### config.mk
export PLATFORM = sky130hd
export DESIGN_NAME = shift_sequencer_flat
export DESIGN_NICKNAME = d
export VERILOG_FILES = /design/src/rtl/shift_sequencer_pkg.sv /design/src/rtl/shift_sequencer_if.sv /design/src/rtl/shift_sequencer_shift_stage.sv /design/src/rtl/shift_sequencer.sv /design/src/flat_wrapper.sv
export SDC_FILE = /design/constraint.sdc
export NUM_CORES = 1
export LEC_CHECK = 0
export CAP_MARGIN = 20
export CORE_ASPECT_RATIO = 1.1
export CORE_MARGIN = 3
export CORE_UTILIZATION = 53
export DETAILED_ROUTE_END_ITERATION = 7
export MAX_ROUTING_LAYER = met4
export PLACE_DENSITY_LB_ADDON = 0.05
export SYNTH_ARGS = -nofsm -noshare
export SYNTH_HDL_FRONTEND = slang
export SYNTH_SLANG_ARGS = --single-unit
### constraint.sdc
create_clock -name clock -period 2.2 [get_ports clock]
set_clock_uncertainty 0.05 [all_clocks]
set_input_delay 0.33 -clock clock [delete_from_list [all_inputs] [get_ports clock]]
set_output_delay 0.33 -clock clock [all_outputs]
set_load 0.01 [all_outputs]
### src/rtl/shift_sequencer_pkg.sv
// Shared constants for the multi-cycle shift sequencer: FSM encodings, opcodes
// and default geometry.
package shift_sequencer_pkg;

  localparam logic [1:0] IDLE  = 2'd0;
  localparam logic [1:0] SHIFT = 2'd1;
  localparam logic [1:0] DONE  = 2'd2;

  localparam logic OP_SLL = 1'b0;
  localparam logic OP_SRA = 1'b1;

  localparam int DEFAULT_WIDTH   = 32;
  localparam int DEFAULT_SHAMT_W = 5;

endpackage

### src/rtl/shift_sequencer_if.sv
// Start/ready handshake bundle between the pipeline and the shift sequencer.
interface shift_sequencer_if
  import shift_sequencer_pkg::*;
#(
  parameter int WIDTH   = DEFAULT_WIDTH,
  parameter int SHAMT_W = DEFAULT_SHAMT_W
);

  logic               ctrl_start;
  logic               ctrl_sra;
  logic [WIDTH-1:0]   data_operandA;
  logic [SHAMT_W-1:0] ctrl_shiftamt;
  logic               busy;
  logic               data_resultRDY;
  logic [WIDTH-1:0]   data_result;

  modport master (
    output ctrl_start, ctrl_sra, data_operandA, ctrl_shiftamt,
    input  busy, data_resultRDY, data_result
  );

  modport slave (
    input  ctrl_start, ctrl_sra, data_operandA, ctrl_shiftamt,
    output busy, data_resultRDY, data_result
  );

endinterface

### src/rtl/shift_sequencer_shift_stage.sv
// One fixed-distance stage of the logarithmic shifter: shifts by 2^STAGE,
// left with zero fill or arithmetic right with sign fill.
module shift_stage
  import shift_sequencer_pkg::*;
#(
  parameter int WIDTH = DEFAULT_WIDTH,
  parameter int STAGE = 0
) (
  input  logic [WIDTH-1:0] data_in,
  input  logic             ctrl_sra,
  output logic [WIDTH-1:0] data_out
);

  localparam int DIST = 1 << STAGE;

  logic signed [WIDTH-1:0] data_s;

  always_comb begin
    data_s = data_in;
    if (ctrl_sra) data_out = data_s >>> DIST;
    else          data_out = data_in << DIST;
  end

endmodule

### src/rtl/shift_sequencer.sv
// Multi-cycle SLL/SRA sequencer, one shifter stage per clock from 2^(SHAMT_W-1) down to 1.
// Define SHIFT_SEQ_SKIP_EN to skip stages whose shift-amount bit is clear.
module shift_sequencer
  import shift_sequencer_pkg::*;
#(
  parameter int WIDTH   = DEFAULT_WIDTH,
  parameter int SHAMT_W = DEFAULT_SHAMT_W
) (
  input  logic             clock,
  input  logic             reset,
  shift_sequencer_if.slave bus
);

  localparam int IDX_W = (SHAMT_W > 1) ? $clog2(SHAMT_W) : 1;

  logic [1:0]         state;
  logic               op;
  logic [SHAMT_W-1:0] shamt;
  logic [IDX_W-1:0]   idx;
  logic [WIDTH-1:0]   result;

  logic [WIDTH-1:0]   stage_out [SHAMT_W];

  logic               start_found;
  logic [IDX_W-1:0]   start_idx;
  logic               step_more;
  logic [IDX_W-1:0]   step_idx;

  for (genvar g = 0; g < SHAMT_W; g++) begin : g_stage
    shift_stage #(.WIDTH(WIDTH), .STAGE(g)) u_stage (
      .data_in  (result),
      .ctrl_sra (op == OP_SRA),
      .data_out (stage_out[g])
    );
  end

`ifdef SHIFT_SEQ_SKIP_EN
  // Highest set bit of 'bits' strictly below 'limit'; MSB of the return flags a hit.
  function automatic logic [IDX_W:0] next_set(input logic [SHAMT_W-1:0] bits, input int limit);
    logic [IDX_W:0] r;
    r = '0;
    for (int i = 0; i < SHAMT_W; i++)
      if (i < limit && bits[i]) r = {1'b1, IDX_W'(i)};
    return r;
  endfunction

  always_comb begin
    {start_found, start_idx} = next_set(bus.ctrl_shiftamt, SHAMT_W);
    {step_more, step_idx}    = next_set(shamt, int'(idx));
  end
`else
  always_comb begin
    start_found = 1'b1;
    start_idx   = IDX_W'(SHAMT_W - 1);
    step_more   = (idx != '0);
    step_idx    = idx - IDX_W'(1);
  end
`endif

  always_ff @(posedge clock or negedge reset) begin
    if (!reset) begin
      state  <= IDLE;
      op     <= OP_SLL;
      shamt  <= '0;
      idx    <= '0;
      result <= '0;
    end else begin
      case (state)
        IDLE, DONE: begin
          if (bus.ctrl_start) begin
            result <= bus.data_operandA;
            op     <= bus.ctrl_sra;
            shamt  <= bus.ctrl_shiftamt;
            idx    <= start_idx;
            state  <= start_found ? SHIFT : DONE;
          end else begin
            state  <= IDLE;
          end
        end
        SHIFT: begin
          if (shamt[idx]) result <= stage_out[idx];
          if (step_more) idx   <= step_idx;
          else           state <= DONE;
        end
        default: state <= IDLE;
      endcase
    end
  end

  assign bus.busy           = (state == SHIFT);
  assign bus.data_resultRDY = (state == DONE);
  assign bus.data_result    = result;

endmodule

### src/flat_wrapper.sv
// flat-port wrapper written by rule: the top's interface ports become plain ports
module shift_sequencer_flat import shift_sequencer_pkg::*;
#(
  parameter int WIDTH   = DEFAULT_WIDTH,
  parameter int SHAMT_W = DEFAULT_SHAMT_W
)
  (clock, reset, bus_ctrl_start, bus_ctrl_sra, bus_data_operandA, bus_ctrl_shiftamt, bus_busy, bus_data_resultRDY, bus_data_result);
  shift_sequencer_if #(.WIDTH(WIDTH), .SHAMT_W(SHAMT_W)) bus_i ();
  input  logic clock;
  input  logic reset;
  input wire logic [$bits(bus_i.ctrl_start)-1:0] bus_ctrl_start;
  input wire logic [$bits(bus_i.ctrl_sra)-1:0] bus_ctrl_sra;
  input wire logic [$bits(bus_i.data_operandA)-1:0] bus_data_operandA;
  input wire logic [$bits(bus_i.ctrl_shiftamt)-1:0] bus_ctrl_shiftamt;
  output wire logic [$bits(bus_i.busy)-1:0] bus_busy;
  output wire logic [$bits(bus_i.data_resultRDY)-1:0] bus_data_resultRDY;
  output wire logic [$bits(bus_i.data_result)-1:0] bus_data_result;
  assign bus_i.ctrl_start = bus_ctrl_start;
  assign bus_i.ctrl_sra = bus_ctrl_sra;
  assign bus_i.data_operandA = bus_data_operandA;
  assign bus_i.ctrl_shiftamt = bus_ctrl_shiftamt;
  assign bus_busy = bus_i.busy;
  assign bus_data_resultRDY = bus_i.data_resultRDY;
  assign bus_data_result = bus_i.data_result;
  shift_sequencer #(.WIDTH(WIDTH), .SHAMT_W(SHAMT_W)) u_core (.clock(clock), .reset(reset), .bus(bus_i));
endmodule
==> metrics.yaml, run 1 <==
status:
  status: "finished clean"
drt:
  route.detailed.drc: 0
  dr.pass1.iters: 6
  num_vias: 4662
  detail-route-antenna-nets: 0
  wl_per_cell_um: 22.5
  wl_um: 15000
  drt_iter0_markers: 675
  avgViaCountPerCell: 7.01
timing:
  worst_pin_slew_ns: 0.484
  rsz0062_at_grt: "false"
  hold_viol_final: 0
  max_slew_margin: 0.669
  clock.fmax_mhz: 483
  slew_violations: 0
  period_needed_ns: 2.07
  setup_violations: 0
  setup_tns_ns: 0
  fin_crit_sh: 0.942
logic_synthesis:
  synth_top_family_by_area: "compound AO/OA/AOI/OAI gates"
  synth_fa_ha_area_frac: 0.00674
  ys_async_sr_fraction: 1.00
  synth_nets: 540
  yosysSeqAreaShare: 0.290
  synth_edf_count: 0
  synth_flop_cell: "dfrtp_1"
  synthXorXnorAreaFrac: 0
  synth_compound_area_frac: 0.369
  muxShareOfSynthArea: 0.0297
  synth-simple-area-share: 0.245
  synth.avg_cell_area_um2: 7.47
  syn_inst: 497
  yosysWarnings: 0
  synth-seq-cells: 43
  syn_area_mm2: 0.00371
  synth_cell_types: 51
worst_setup_path:
  r2r_start: "u_core.op"
  critPathLaunchType: "register"
  arrival_ns: 2.28
  rr_worst_depth: 6
  cp_data_required_time_ns: 2.41
  path_cells: "nor4bb_1 -> buf_4 -> a21o_1 -> a21oi_1 -> a31oi_1 -> mux2_1"
  r2r_slack_ns: 0.13
  path_max_fanout: 31
  critical_path_class: "reg -> reg"
  crit_path_top_delay_cell: "dfrtp_4"
  slowest_delay_ns: 0.65
  end_kind: "register"
  rr_endpoint: "u_core.bus.data_result[31]"
min_path:
  hold_path.class: "in -> async"
cts:
  tritoncts: "built"
  cts-root-buf: "clkbuf_8"
  numCtsBuffers: 5
  htreeDepth: 2
  clk_latency_ns: 0.31
  cts_sinks: 43
  clk_pin_slew_worst_paths_ns: 0.10
  cts_buffer_depth: 2
global_routing:
  antenna_found_initial: 0
  grt_max_degree: 49
  grt_pass1_vias: 4331
  grt_use_total: 0.388
  grt_pass1_wl_um: 23700
  overflow: 0
layout:
  area_delta_synth_final_pct: 31.2
  nets: 625
  diodes: 0
  finalNonFillerCells: 665
  drive_gt1_frac: 0.129
floorplanning:
  start_util: 0.556
  die_x_um: 85.8
  ios: 75
  core-area_mm2: 0.00667
  std_cell_rows: 31
  dieHeight_um: 93.8
  dieArea_mm2: 0.00804
placement:
  gp_congestion: 1.10
  dpl.hpwl_um: 10900
  port_buffers: 74
  place_inst: 656
pwr:
  powerDensity_mw_per_mm2: 1770
  ir_drop_uv: 1160
  p_leak_nw: 2.01
flow_run:
  drv_cap: 0
## Yosys cell counts (3+ instances only)
master      n  area, um2
a211oi_1   12       90.1
o211ai_1    6       45.0
and3_1      5       31.3
nand2_1    96        360
mux4_2      3       67.6
dfrtp_1    43       1080
a221oi_1    7       61.3
a211o_1     3       26.3
a21o_1      9       67.6
a2111oi_0   4       35.0
a32o_1     10        100
nand2b_1   32        200
o22ai_1     8       50.1
buf_1       8       30.0
a31oi_1    19        119
a221o_1     5       50.1
a31o_2      4       35.0
nor3_1      5       25.0
a32oi_1     3       26.3
nor2_1      8       30.0
a311oi_1    6       52.6
a21oi_1    57        285
nor2b_1     9       56.3
a22oi_1     6       45.0
clkbuf_1   17       63.8
buf_2      20        100
o2bb2ai_1   5       43.8
nand3_1    23        115
inv_1       5       18.8
o21ai_0    35        175
## timing repair
action / 4_1_cts / 5_1_grt
hold buffers: 1 / 0
gates resized for setup: 2 / 4
buffers inserted: 0 / 0
setup endpoints to repair: 1 / 6
endpoints found under the hold margin: 14 / 0
## cell families (layout without fill, tap and decap cells)
| kind of cell | count (synthesis) | after routing |
|---|---|---|
| flops | 43 | 43 |
| buf+inv | 51 | 137 |
| mux | 7 | 7 |
| compound gates | 206 | 206 |
| fa+ha+maj | 2 | 2 |
| simple gates | 188 | 188 |
## through the flow
step,cell area [um2],util,setup WS [ns],hold slack (ns),power [mW]
after floorplan,3710,-,0.225,-0.0156,5.32
after global placement,4740,0.711,-0.102,0.206,7.73
after detailed placement,4740,0.711,-0.194,0.225,7.80
after CTS,4860,0.728,0.0578,0.419,8.41
after global routing,4870,0.730,0.0239,0.443,9.14
final,4870,0.730,0.129,0.400,8.63
## metal layers
| layer | routed length, um | share of wire | up-vias | track usage |
|---|---|---|---|---|
| li1 | - | - | 2042 | - |
| met1 | 5620 | 0.38 | 2150 | 0.516 |
| met2 | 6880 | 0.46 | 381 | 0.595 |
| met3 | 1790 | 0.12 | 89 | 0.0614 |
| met4 | 669 | 0.045 | 0 | 0.152 |
| met5 | 0 | 0 | - | - |
## power by group
part	internal (mW)	leakage, nW	switching (mW)
Sequential	1.18	0.533	0.782
Clock	0.257	0.0474	0.313
Combinational	2.67	1.43	3.42
Total	4.11	2.01	4.51
## cell usage in the layout, fill, tap and decap left out, types with 2 or more instances in the layout
cell type | netlist | final
nand2_1 | 96 | 96
buf_4 | 0 | 47
o211ai_1 | 6 | 6
ha_1 | 2 | 2
nand2b_1 | 32 | 32
a32oi_1 | 3 | 3
o22ai_1 | 8 | 8
a311oi_1 | 6 | 6
a2111oi_0 | 4 | 2
nor2_1 | 8 | 8
a221o_1 | 5 | 5
mux4_2 | 3 | 3
clkbuf_8 | 0 | 6
a21o_1 | 9 | 9
nor2b_2 | 0 | 2
o21ai_0 | 35 | 35
a221oi_1 | 7 | 7
a22oi_1 | 6 | 6
a31o_2 | 4 | 4
a211oi_1 | 12 | 12
a32o_1 | 10 | 10
a211o_1 | 3 | 3
o2bb2ai_1 | 5 | 5
and3_1 | 5 | 5
nor2b_1 | 9 | 7
inv_1 | 5 | 5
clkdlybuf4s50_1 | 0 | 73
nor3_1 | 5 | 5
nand3_1 | 23 | 23
nor4_1 | 2 | 2
dfrtp_1 | 43 | 41
a21oi_1 | 57 | 56
buf_12 | 0 | 2
mux2i_1 | 2 | 2
a31oi_1 | 19 | 19
## area by class of cell
type | count | area [um2]
clock buffers | 6 | 82.6
well taps | 82 | 103
fillers | 517 | 1800
repair buffers | 124 | 1140
inverters | 5 | 18.8
multi-input cells | 403 | 2430
clock inverters | 2 | 16.3
flip-flops and latches | 43 | 1080
## flip-flops by register name, indices dropped and copies added, names as in the netlist
signal	count
u_core.idx	3
u_core.shamt	5
u_core.op	1
u_core.state	2
u_core.bus.data_result	32
## critical path, delay by kind of cell, from the launching register on
kind	cells	cell delay (ns)
flops	1	0.65
simple gates	1	0.37
buf+inv	1	0.18
compound gates	3	0.61
mux	1	0.16
## worst max path at each step
stage / start / to / slack, ns / cells after the start
2_1_floorplan: u_core.idx[1] / u_core.bus.data_result[31] / 0.23 / 7
3_3_place_gp: u_core.op / u_core.bus.data_result[23] / -0.10 / 6
3_5_place_dp: u_core.op / u_core.bus.data_result[23] / -0.19 / 6
5_1_grt: u_core.op / u_core.bus.data_result[7] / 0.02 / 6
4_1_cts: u_core.op / u_core.bus.data_result[23] / 0.06 / 6
6_report: u_core.op / u_core.bus.data_result[31] / 0.13 / 6
(Power assumes the default switching activity.)
==> run 2: changes to the inputs <==
CTS_CLUSTER_SIZE = 24   (was not set)
==> results of run 2 <==
Final layout, timing and power as in run 1 (identical DEF).
==> run 3: changes to the inputs <==
ABC_AREA = 1   (was not set)
CORE_UTILIZATION = 40   (was 53)
GPL_ROUTABILITY_DRIVEN = 0   (was not set)
==> metrics.yaml, run 3 <==
status:
  status: "finished clean"
timing:
  slew_violations: 0
  clock.fmax_mhz: 480
  setup_violations: 0
  setup_tns_ns: 0
  max_slew_margin: 0.628
  hold_viol_final: 0
  hold_ws_ns: 0.443
  worst_pin_slew_ns: 0.556
  rsz0062_at_grt: "false"
  fin_crit_sh: 0.946
  period_needed_ns: 2.08
  worst_slack_ns: 0.118
cts:
  tritoncts: "built"
  post_cts.resized_instances: 0
  numCtsBuffers: 5
  clk_latency_ns: 0.30
  cts_buffer_depth: 2
  cts-root-buf: "clkbuf_8"
  cts_sinks: 43
  htreeDepth: 2
  clk_pin_slew_worst_paths_ns: 0.09
pwr:
  p_switching_mw: 4.44
  p_leak_nw: 2.17
  p_total_mw: 8.21
  intPower_mw: 3.77
  switching_share: 0.541
  pwr-share-seq: 0.205
  p_comb_frac: 0.716
  clock_power_share: 0.078
  powerDensity_mw_per_mm2: 1740
  ir_drop_uv: 987
min_path:
  hold_path.class: "reg -> reg"
drt:
  dr_wl_met2_um: 6380
  avgViaCountPerCell: 5.92
  highest_layer: "met4"
  dr.pass1.iters: 6
  detail-route-antenna-nets: 0
  num_vias: 4615
  wl_um: 13700
  m1WireLength_um: 5620
  wl_per_cell_um: 17.6
  route.detailed.drc: 0
  drt_iter0_markers: 760
  wl_met3_um: 1230
layout:
  nets: 707
  fin_util: 0.527
  largest_reg_flops: 32
  area_delta_synth_final_pct: 26.4
  layout_commonest_cell: "nand3_1"
  drive_gt1_frac: 0.0917
  finalNonFillerCells: 779
  diodes: 0
  final_cell_mix: "nand3_1, nand2_1, clkdlybuf4s50_1, dfrtp_1, or2_2"
  final_area_mm2: 0.00472
placement:
  dpl.hpwl_um: 9740
  port_buffers: 74
  dpl_cell_area_mm2: 0.00460
  dpl_worst_slack_ns: 0.356
  place_inst: 770
global_routing:
  grt_max_degree: 57
  grt_use_total: 0.260
  antenna_found_initial: 0
  grt_pass1_wl_um: 21700
  grt_pass1_vias: 4148
  overflow: 0
logic_synthesis:
  synth.avg_cell_area_um2: 6.14
  yosysMostFrequentCell: "nand3_1"
  synth_top_area_cell: "dfrtp_1"
  yosysWarnings: 0
  syn_inst: 609
  yosysSeqAreaShare: 0.288
  synth-seq-cells: 43
  syn_area_mm2: 0.00374
  ys_top_cells_by_area: "dfrtp_1, nand3_1, nand2_1, or2_2, o21ai_0"
  ys_async_sr_fraction: 1.00
  synth_nets: 652
  synthTopCellsByCount: "nand3_1, nand2_1, dfrtp_1"
  synth_cell_types: 25
  synth_top_area_frac: 0.288
  synth_flop_cell: "dfrtp_1"
  synth_edf_count: 0
floorplanning:
  start_util: 0.417
  dieHeight_um: 107
  ios: 75
  dieArea_mm2: 0.0105
  die_x_um: 98.2
  core-area_mm2: 0.00896
  std_cell_rows: 36
flow_run:
  drv_cap: 0
worst_setup_path:
  cp_data_required_time_ns: 1.82
  path_max_fanout: 11
  arrival_ns: 1.70
  end_kind: "output port"
  critPathLaunchType: "register"
  critical_path_class: "reg -> out"
run 3: changes by cell type in the layout (fill, tap and decap cells not counted), sizes merged, moves of 10 or more:
cell	before	now
a21oi	57	14
nand2b	32	0
nand2	96	190
buf	50	17
nand3	23	202
a32o	10	0
or2	1	26
a31oi	19	2
nor2	9	24
a211oi	12	0
inv	5	17
o21ai	35	22
nand4	1	13
run 3: final cells by class:
cell class              count  area [um2]
flip-flops and latches     43        1080
multi-input cells         505        2380
clock inverters             3        43.8
clock buffers               5        68.8
fillers                   946        4240
inverters                  18        67.6
repair buffers             91         941
well taps                 114         143
run 3: logic make-up after synthesis:
group                      Yosys count  synth area share
AOI/OAI and AO/OA                   44            0.0666
adders and majority gates            2           0.00669
buffers and inverters               61            0.0760
DFF                                 43             0.288
and+or+nand+nor                    459             0.563
run 3: timing repair:
item                      4_1_cts  5_1_grt
buffers inserted                0        0
hold endpoints to repair       20        0
hold buffers                    1        0
run 3: worst paths after layout:
check,endpoint,slack [ns],cells past startpoint,start
max,bus_busy,0.12,2,u_core.state[1]
min,u_core.shamt[0],0.44,2,u_core.shamt[0]
max reg2reg,u_core.bus.data_result[15],0.36,7,u_core.op
min reg2reg,u_core.shamt[0],0.44,2,u_core.shamt[0]
max in group asynchronous,u_core.bus.data_result[29],1.09,3,reset
min in group asynchronous,u_core.bus.data_result[7],0.49,2,reset
run 3: layer usage:
layer  vias up  global-route usage
li1       2179                   -
met1      2101               0.351
met2       286               0.405
met3        49              0.0369
met4         0              0.0888
met5         -                   -
run 3: power groups by stage:
| stage | combinational (mW) | sequential [mW] | clock, mW |
|---|---|---|---|
| 3_5_place_dp | 5.79 | 1.69 | 0 |
| 3_3_place_gp | 5.76 | 1.68 | 0 |
| 6_report | 5.88 | 1.68 | 0.644 |
| 5_1_grt | 6.47 | 1.74 | 0.683 |
| 4_1_cts | 5.82 | 1.68 | 0.659 |
| 2_1_floorplan | 3.82 | 1.65 | 0 |
run 3: critical path, cell delays in order, from the launching register on:
cell             delay, ns
dfrtp_1               0.42
nor2_4                0.37
clkdlybuf4s50_1       0.62
